==> config.mk <==
export PLATFORM = sky130hd
export DESIGN_NAME = game_screen_sequencer
export DESIGN_NICKNAME = d
export VERILOG_FILES = /design/src/rtl/game_screen_sequencer.sv
export SDC_FILE = /design/constraint.sdc
export NUM_CORES = 1
export LEC_CHECK = 0
export ABC_AREA = 1
export CAP_MARGIN = 40
export CORE_UTILIZATION = 35
export DETAILED_ROUTE_END_ITERATION = 10
export SKIP_CTS_REPAIR_TIMING = 1
export SYNTH_ARGS = -nofsm -noshare
export SYNTH_HDL_FRONTEND = slang
export SYNTH_SLANG_ARGS = --single-unit
==> constraint.sdc <==
create_clock -name clk -period 2.1 [get_ports clk]
set_input_delay 0.21 -clock clk [delete_from_list [all_inputs] [get_ports clk]]
set_output_delay 0.21 -clock clk [all_outputs]
set_load 0.02 [all_outputs]
==> src/rtl/game_screen_sequencer.sv <==
// Screen ownership controller for the Boggle/Sdoku game: routes every screen
// change through a frame-counted blanking interval that holds the screens in reset.
module game_screen_sequencer #(
  parameter int unsigned BLANK_FRAMES = 2,
  parameter logic [4:0]  KEY_NEXT     = 5'h1e,
  parameter logic [4:0]  KEY_OK       = 5'h1d,
  parameter logic [4:0]  KEY_ESC      = 5'h1f
) (
  input  logic       clk,
  input  logic       rst,
  input  logic       frame_tick,
  input  logic [4:0] key_pulse,
  input  logic       stage_clear,
  input  logic [1:0] sel_code,
  input  logic       sdoku_exit,
  output logic [2:0] screen,
  output logic       screen_rst,
  output logic [1:0] menu_sel,
  output logic       busy
);

  typedef enum logic [2:0] {
    SCR_MENU     = 3'd0,
    SCR_BOGGLE1  = 3'd1,
    SCR_BOGGLE2  = 3'd2,
    SCR_COMPLETE = 3'd3,
    SCR_SDOKU    = 3'd4,
    SCR_BLANK    = 3'd7
  } screen_e;

  generate
    if (BLANK_FRAMES == 0 || BLANK_FRAMES > 15) begin : g_bad_blank_frames
      $error("BLANK_FRAMES must lie in 1..15");
    end
  endgenerate

  localparam logic [3:0] BLANK_LOAD = 4'(BLANK_FRAMES);

  screen_e    screen_q, screen_d;
  screen_e    target_q, target_d;
  logic [3:0] cnt_q, cnt_d;
  logic [1:0] menu_sel_q, menu_sel_d;
  logic       screen_rst_q, screen_rst_d;
  logic       busy_q, busy_d;

  logic       req_vld;
  screen_e    req_tgt;
  logic       esc;

  always_comb begin
    screen_d     = screen_q;
    target_d     = target_q;
    cnt_d        = cnt_q;
    menu_sel_d   = menu_sel_q;
    screen_rst_d = screen_rst_q;
    busy_d       = busy_q;
    req_vld      = 1'b0;
    req_tgt      = SCR_MENU;
    esc          = (key_pulse == KEY_ESC);

    case (screen_q)
      SCR_BLANK: begin
        // Everything except frame_tick is ignored until the interval expires.
        if (frame_tick) begin
          if (cnt_q <= 4'd1) begin
            screen_d     = target_q;
            cnt_d        = 4'd0;
            screen_rst_d = 1'b0;
            busy_d       = 1'b0;
            if (target_q == SCR_MENU) menu_sel_d = 2'd0;
          end else begin
            cnt_d = cnt_q - 4'd1;
          end
        end
      end
      SCR_MENU: begin
        if (key_pulse == KEY_NEXT) begin
          menu_sel_d = (menu_sel_q == 2'd2) ? 2'd0 : menu_sel_q + 2'd1;
        end else if (key_pulse == KEY_OK) begin
          req_vld = 1'b1;
          case (menu_sel_q)
            2'd1:    req_tgt = SCR_SDOKU;
            2'd2:    req_tgt = SCR_BOGGLE2;
            default: req_tgt = SCR_BOGGLE1;
          endcase
        end
      end
      SCR_BOGGLE1: begin
        if (esc) begin
          req_vld = 1'b1;
          req_tgt = SCR_MENU;
        end else if (stage_clear) begin
          req_vld = 1'b1;
          req_tgt = SCR_BOGGLE2;
        end
      end
      SCR_BOGGLE2: begin
        if (esc) begin
          req_vld = 1'b1;
          req_tgt = SCR_MENU;
        end else if (stage_clear) begin
          req_vld = 1'b1;
          req_tgt = SCR_COMPLETE;
        end
      end
      SCR_COMPLETE: begin
        if (esc) begin
          req_vld = 1'b1;
          req_tgt = SCR_MENU;
        end else begin
          case (sel_code)
            2'b00: begin
              req_vld = 1'b1;
              req_tgt = SCR_BOGGLE2;
            end
            2'b01: begin
              req_vld = 1'b1;
              req_tgt = SCR_MENU;
            end
            2'b10: begin
              req_vld = 1'b1;
              req_tgt = SCR_SDOKU;
            end
            default: ;
          endcase
        end
      end
      SCR_SDOKU: begin
        if (esc || sdoku_exit) begin
          req_vld = 1'b1;
          req_tgt = SCR_MENU;
        end
      end
      default: screen_d = SCR_MENU;
    endcase

    if (req_vld) begin
      target_d     = req_tgt;
      cnt_d        = BLANK_LOAD;
      screen_d     = SCR_BLANK;
      screen_rst_d = 1'b1;
      busy_d       = 1'b1;
    end
  end

  always_ff @(posedge clk) begin
    if (rst) begin
      screen_q     <= SCR_MENU;
      target_q     <= SCR_MENU;
      cnt_q        <= 4'd0;
      menu_sel_q   <= 2'd0;
      screen_rst_q <= 1'b0;
      busy_q       <= 1'b0;
    end else begin
      screen_q     <= screen_d;
      target_q     <= target_d;
      cnt_q        <= cnt_d;
      menu_sel_q   <= menu_sel_d;
      screen_rst_q <= screen_rst_d;
      busy_q       <= busy_d;
    end
  end

  assign screen     = screen_q;
  assign screen_rst = screen_rst_q;
  assign menu_sel   = menu_sel_q;
  assign busy       = busy_q;

endmodule
; ---- Word-level counts from Yosys, hierarchy flattened
; Index checks and enable logic that the tools add are counted.
[word_totals]
word_cells = 81
input_bits = 12
output_inout_bits = 7
regBits = 13
[classes]
order_cmp = 1
add_sub_neg = 2
mux = 36
reduce_logical = 17
n_eq_ne = 19
[op_table]
columns = cell, n
row1 = $mux W2, 12
row2 = $mux W3, 6
row3 = $pmux W3 S2, 3
row4 = $eq A5 B5 Y1 const B, 3
row5 = $pmux W3 S4, 1
row6 = $mux W1, 11
row7 = $ne A2 B2 Y1 const B, 4
row8 = $reduce_bool A2 Y1, 4
row9 = $eq A3 B2 Y1 const B, 2
row10 = $eq A3 B3 Y1 const B, 2
row11 = $logic_not A3 Y1, 2
row12 = $ne A3 B3 Y1 const B, 2
row13 = $reduce_and A3 Y1, 2
row14 = $reduce_and A5 Y1, 1
row15 = $reduce_or A5 Y1, 1
row16 = $eq A2 B1 Y1 const B, 2
row17 = $eq A2 B2 Y1 const B, 2
row18 = $le A4 B1 Y1 const B, 1
row19 = $mux W4, 1
row20 = $pmux W1 S4, 1
row21 = $pmux W2 S2, 1
row22 = $reduce_and A2 Y1, 2
row23 = $reduce_or A2 Y1, 2
row24 = $sub A4 B1 Y4 const B, 1
row25 = other kinds (6), 6

; ---- Longest topological paths before layout
[depth]
ltp_word = 7
mapped_depth = 10
depth_no_buf = 10

; ---- Least setup slack after synthesis
; Ideal clock, no wire load.
[synth_timing]
path_type = register -> register
startpoint = reg screen_q[2] (netlist: screen[2])
endpoint = reg menu_sel_q[0] (netlist: menu_sel[0])
arrival_ns = 1.320
n_path_buf = 0
period_less_slack_ns = 1.438
required_time_ns = 1.983
path_slack_ns = 0.662
setup_ns = 0.117
stages_incl_launch_ff = 8
cell_sequence = dfxtp_1 -> inv_2 -> nor2_4 -> inv_2 -> nor3_4 -> nand2_2 -> a21boi_0 -> nor2_1
[synth_between]
elab_chain_len = 3
elab_cells_between_ends = 9
classes_between = eq/ne (5) / mux (1) / reduce/logical (3)
[synth_lines]
columns = element, line
row1 = "start, declared", 39  ; screen_e screen_q, screen_d;
row2 = "start signal, assigned", 155  ; screen_q <= screen_d;
row3 = $eq A3 B3 Y1 / $logic_not A3 Y1 (equally long branches), 61  ; case (screen_q)
row4 = $ne A2 B2 Y1 (no source line) / $reduce_bool A2 Y1 (equally long branches), --
row5 = $reduce_and A5 Y1 (no source line), --
row6 = "end signal, assigned", 158  ; menu_sel_q <= menu_sel_d;
row7 = "end, declared", 42  ; logic [1:0] menu_sel_q, menu_sel_d;
; Parallel ways exist; a longest one is shown, timed or not.
; A chain may end at the register's enable or synchronous reset.

; ---- Worst setup path in the final report
[layout_timing]
startpoint = reg screen_q[2] (netlist: screen[2])
endpoint = out screen[2]
[layout_lines]
columns = element, line
row1 = "end, declared", 16  ; output logic [2:0] screen,
; No word-level cell between the ends.

==> results.md <==
* Cells on worst reg2reg path at 6
* Total congestion overflow after global routing at 0
* Total Power Consumption at 1.07 mW
* Run status: completed
* Power Density at a little under 1000 nW/um^2
* Max cap viols at 0
* DP Cell Count at 181
* Floorplan die height at between 50 and 60 microns
* Total non-filler cell area in the finished layout at between 1000 and 1500 sq um
* Yosys warning total at 0
* Setup TNS Final at 0 ns
* Per-cell via count in the routed design at roughly 4.6
* Clk sinks at 13
* Cell depth of the worst min-delay path at 2
* Post-place setup slack at between 0.3 and 0.4 ns
* Syn_area_per_cell at between 6 and 7 sq um
* Post-Layout Cell Count at between 150 and 200
* Data required time of the worst path at about 1.9 ns
* IR Drop Worst-Case VDD at about 0.82 mV
* Source-to-sink clock delay at the later pin of the worst-skew pair at ~0.28 ns
* Cell count after synthesis at 136
* Total met2 wirelength after detailed routing at between 700 and 800 microns
* Hold Path Class: in -> reg
* Startpoint type of the worst setup path: register
* Clock buffers created by TritonCTS at 3
* Worst-case setup margin in the final layout at about 0.49 ns
* Diode insertion count for antenna repair at 0
* Max frequency at roughly 0.62 GHz
* Number of flip-flops and latches in the synthesized netlist at 13
* RSZ-0062 raised after global routing: false
* Worst-Margin Slew at around 0.4 ns
* Max stage delay on crit path at between 0.6 and 0.7 ns
* Wl on met1 at 951 microns
* First DRT Iteration DRCs at 8
* Total standard cell area after synthesis at approximately 860 sq um
* Critical-path cell list: clkdlybuf4s50_1
* Crit share post-route at between 70% and 80%
* Topmost layer with routed signal wires: met4
* Met3 wirelength from detailed routing at about 67 microns
* Shortest period the worst path allows at 1.61 ns
* Number of nets with antenna violations after routing at 0
* # H-tree levels at 1
* Weighted congestion at the end of routability-driven global placement at 0.728
* Pre-antenna DRT Iters at 3
* Instance area after placement at around 1100 sq um
* Path type of the worst setup path: reg -> out
* Worst hold slack at about 0.5 ns
* Global router's overall resource usage at between 10% and 20%
* Most common cell after layout, fill and taps aside: sky130_fd_sc_hd__nand2_1
* Die ar. at between 2000 and 3000 sq um
* Clock Pin Slew Worst Setup and Hold Paths at ~0.08 ns
* Largest delay share family, worst path: buffers and inverters
* Fin. Hold Viols at 0
* Maximum net fanout on the critical path at 8
* WP buf/inv at 1
* Effective utilization at floorplan at approximately 38%
* Synthesized netlist net count at 153
* Net total in the final layout at roughly 180
* Setup Skew at ~0.0044 ns
* Max-slew headroom at the worst pin at between 70 and 80%
* Deepest clock path buffer count at 2
* Core Footprint at roughly 2300 sq um
* Top library cells by usage in the layout, fill and taps aside: sky130_fd_sc_hd__nand2_1, sky130_fd_sc_hd__nor2_1, sky130_fd_sc_hd__inv_1, sky130_fd_sc_hd__clkdlybuf4s50_1, sky130_fd_sc_hd__dfxtp_1
* Buffers on Ports at 18
* Cell at the root of the clock tree: sky130_fd_sc_hd__clkbuf_4
* Synth unique cells at 19
* Total number of vias at about 860
* Endpoint class of the critical path: output port
* Register area share after synthesis at between 30% and 40%
* Static power due to leakage at between 0.4 and 0.5 nW
* Layout Utilization at just under 50%
* Die W at a little over 50 microns
* Number of slew-limit violations in the final report at 0
* TritonCTS clock tree: built
* Wire length per cell after detailed routing at between 9 and 10 microns
* Ports at 19
* Global-route wire length before repair at between 3000 and 4000 microns
* Critical-path top delay cell: sky130_fd_sc_hd__clkdlybuf4s50_1
* Path length in cells of the critical path at 1
* CP arrival at between 1 and 1.5 ns
* HPWL reported at the end of detailed placement at around 1500 microns
* Overall routed net length at around 1800 microns
* Area grow syn2layout at 27.3%
* Antenna violations before repair at 0
* # DRC at 0
* Total setup violations reported at the end of the flow at 0
* Number of global-route vias before repair at 790
* Share of post-route cells with drive strength above 1 at ~5.7%
* Floorplan row count at 17
* Pin count of the biggest net entering global routing at 11
-- final cells by class --
| cell class | instances | area [sq um] |
|---|---|---|
| multi-input combinational | 100 | 505 |
| fill | 262 | 1160 |
| inverter | 22 | 82.6 |
| sequential | 13 | 260 |
| tap | 28 | 35.0 |
| timing repair buffer | 18 | 180 |
| clock buffer | 4 | 26.3 |
-- final timing paths --
check	from	to	slack, ns
worst min-delay path	rst	cnt_q[1]	0.49
worst max register to register	screen[1]	target_q[0]	0.58
worst max-delay path	screen[2]	screen[2]	0.49
worst min register to register	target_q[1]	target_q[1]	0.50
-- flip-flops by register name, indices dropped and copies added, names as in the netlist --
signal,count
cnt_q,4
target_q,3
screen,3
busy,1
menu_sel,2
-- Yosys cell counts --
cell type | instances | area share, %
sky130_fd_sc_hd__nand2_1 | 29 | 13
sky130_fd_sc_hd__nor2_1 | 23 | 10
sky130_fd_sc_hd__nor2_4 | 1 | 1.3
sky130_fd_sc_hd__a21oi_1 | 5 | 2.9
sky130_fd_sc_hd__nand3_1 | 12 | 7.0
sky130_fd_sc_hd__dfxtp_1 | 13 | 30
sky130_fd_sc_hd__nand2_2 | 1 | 0.73
sky130_fd_sc_hd__nor3_4 | 1 | 1.9
sky130_fd_sc_hd__ha_1 | 5 | 7.3
sky130_fd_sc_hd__xor2_1 | 1 | 1.0
sky130_fd_sc_hd__inv_1 | 18 | 7.9
sky130_fd_sc_hd__buf_4 | 1 | 0.88
sky130_fd_sc_hd__o21ai_0 | 8 | 4.7
sky130_fd_sc_hd__o22ai_1 | 1 | 0.73
sky130_fd_sc_hd__nor3_1 | 8 | 4.7
sky130_fd_sc_hd__inv_2 | 3 | 1.3
sky130_fd_sc_hd__a21boi_0 | 2 | 1.8
sky130_fd_sc_hd__nand4_1 | 3 | 2.2
sky130_fd_sc_hd__clkinv_1 | 1 | 0.44
-- worst reg2reg max path: cells and delay by family (launching register included) --
family,cells,cell delay [ns]
simple gates,4,0.83
flops,1,0.36
buf+inv,1,0.13
compound gates,1,0.10
-- where the power goes --
group | internal [mW] | switching, mW
registers | 0.306 | 0.0647
logic | 0.214 | 0.328
clock network | 0.0737 | 0.0853
total | 0.593 | 0.478
-- kinds of logic after synthesis --
family	synth area share (%)
AND/OR/NAND/NOR	40.6
flip-flops	30.4
buffers and inverters	10.5
adder cells (fa/ha/maj)	7.31
AO/OA/AOI/OAI	10.1
XOR/XNOR	1.02
-- routing by layer --
layer  global-route usage [%]  vias to the layer above
li1                         -                      478
met1                     20.4                      363
met3                     5.36                        2
met4                     4.05                        0
met2                     27.5                       13
met5                        0                        -
Power figures use the tool's default switching activity.
==> edit, RTL diff (config.mk and constraints unchanged) <==
Reset style: asynchronous (`rst`), changed in one clocked block.
--- a/src/rtl/game_screen_sequencer.sv
+++ b/src/rtl/game_screen_sequencer.sv
@@ -145,3 +145,3 @@
 
-  always_ff @(posedge clk) begin
+  always_ff @(posedge clk or posedge rst) begin
     if (rst) begin
Formal check against the unedited RTL: differs if rst is asserted again (counterexample within 4 cycles, from zero or initial values and one cycle with rst high); with rst held inactive, the same outputs for 10 cycles.
==> edit against the original RTL <==
Cell area up 12%; count of clock-buffer cells in the layout stayed put; register-to-register slack got worse by 0.06 ns; largest cell class unchanged; synthesized area rose by 15%; total power rose by 39%; setup slack worse by 0.018 ns; critical endpoint is now screen[1]; routed wire length increased by 12%; sequential cell count stayed put.
==> edit: results (changes against the original RTL) <==
----------------------------------------------------
[Timing]
  Worst relative slew slack ... 66.87% (-6.3 points)
  Largest clock skew in the final design ... 0.0007626 ns (-0.003672 ns)

[Detailed routing]
  Detailed-routing iteration count for the pre-antenna-repair pass ... 4 (+1)
  Wire length after detailed routing ... 2028 um (+12%)
  Met1 layer wirelength in the final routing ... 1017 um (+6.9%)
  Routed met2 length ... 940 um (+22%)
  Iter 0 DRT Violations ... 7 (-1)

[Power]
  Cell internal power dissipation ... 777.8 uW (+31%)
  Standby leakage power ... 0.6123 nW (+32%)
  Worst IR drop on VDD ... 0.6915 mV (-16%)
  Combinational Power Share ... 58.8% (+8.2 points)

[Synth]
  Post-synth net total ... 151 (-1.3%)
  Portion of the post-synthesis area used by sequential elements ... 33.08% (+2.7 points)
  Post-Synthesis Mean Instance Area ... 7.339 sq um (+17%)
  Most used flip-flop cell after synthesis ... sky130_fd_sc_hd__dfrtp_1
  Top cells by area in the synthesized netlist ... sky130_fd_sc_hd__dfrtp_1, sky130_fd_sc_hd__nand2_1, sky130_fd_sc_hd__inv_1, sky130_fd_sc_hd__ha_1, sky130_fd_sc_hd__nor2_1
  Post-synth cell types ... 26 (+7)

[Worst setup path]
  Worst R2R Start ... cnt_q[0]$_DFFE_PP0P_
  Launch point of the critical path ... screen[1]$_DFFE_PP0P_
  Arrival time at the worst endpoint ... 1.42 ns (+0.02 ns)

[Worst hold path]
  Classification of the worst-slack hold path ... primary input to asynchronous set/reset pin

[GRT]
  Met3 Use GR ... 4.918% (-0.44 points)
  Met1 track demand over resource in global routing ... 21.20% (+0.77 points)
  Number of global-route vias before repair ... 819 (+3.7%)
  Wire length of the first global-routing pass ... 3456 um (+6.8%)

[Finish]
  Ratio of cells with drive above 1 in the final layout ... 15.48% (+9.8 points)

[Placed design]
  Placed wire-length estimate ... 1700 um (+15%)

[Clocking]
  Skew-Pair Late Insertion Delay ... 0.26 ns (-0.02 ns)

[Run status]
  Status ... finished clean

----------------------------------------------------
## edit: changes by cell type after synthesis, sizes merged, moves of 3 or more
cell   change
nor2       -4
o21ai      +3
nand4      -3
dfrtp     +13
dfxtp     -13
## edit: cells by family (layout without fill, tap and decap cells)
group,count (synthesis),after routing,share of synthesized area [%]
AND/OR/NAND/NOR,72,72,37.28
buffers and inverters,23,44,9.160
AO/OA/AOI/OAI,19,19,12.34
flip-flops,13,13,33.08
adder cells (fa/ha/maj),5,5,6.361
XOR/XNOR,2,2,1.781
## edit: area by class of cell
cell class | count | area [sq um]
repair buffers | 18 | 180.2
clock buffers | 4 | 26.28
inverters | 22 | 82.58
fillers | 265 | 1348
multi-input cells | 98 | 568.0
well taps | 30 | 37.54
flip-flops and latches | 13 | 325.3
## edit: per-stage QoR
| stage | cell area (sq um) | total power, mW | setup slack (ns) |
|---|---|---|---|
| after floorplan | 983.4 | 1.077 | 0.7353 |
| after detailed placement | 1194 | 1.351 | 0.4604 |
| after global routing | 1220 | 1.650 | 0.2840 |
| final | 1220 | 1.492 | 0.4691 |
| after global placement | 1194 | 1.338 | 0.4738 |
| after CTS | 1220 | 1.510 | 0.4499 |
## edit: worst paths after layout
| check | endpoint | slack (ns) | cells past startpoint |
|---|---|---|---|
| max | screen[1] | 0.47 | 1 |
| min | cnt_q[1]$_DFFE_PP0P_ | 0.26 | 2 |
| max reg2reg | menu_sel[1]$_DFFE_PP0P_ | 0.52 | 10 |
| min reg2reg | busy$_DFFE_PP0P_ | 0.55 | 2 |
| max in group asynchronous | screen[2]$_DFFE_PP0P_ | 1.51 | 2 |
| min in group clk | busy$_DFFE_PP0P_ | 0.55 | 2 |
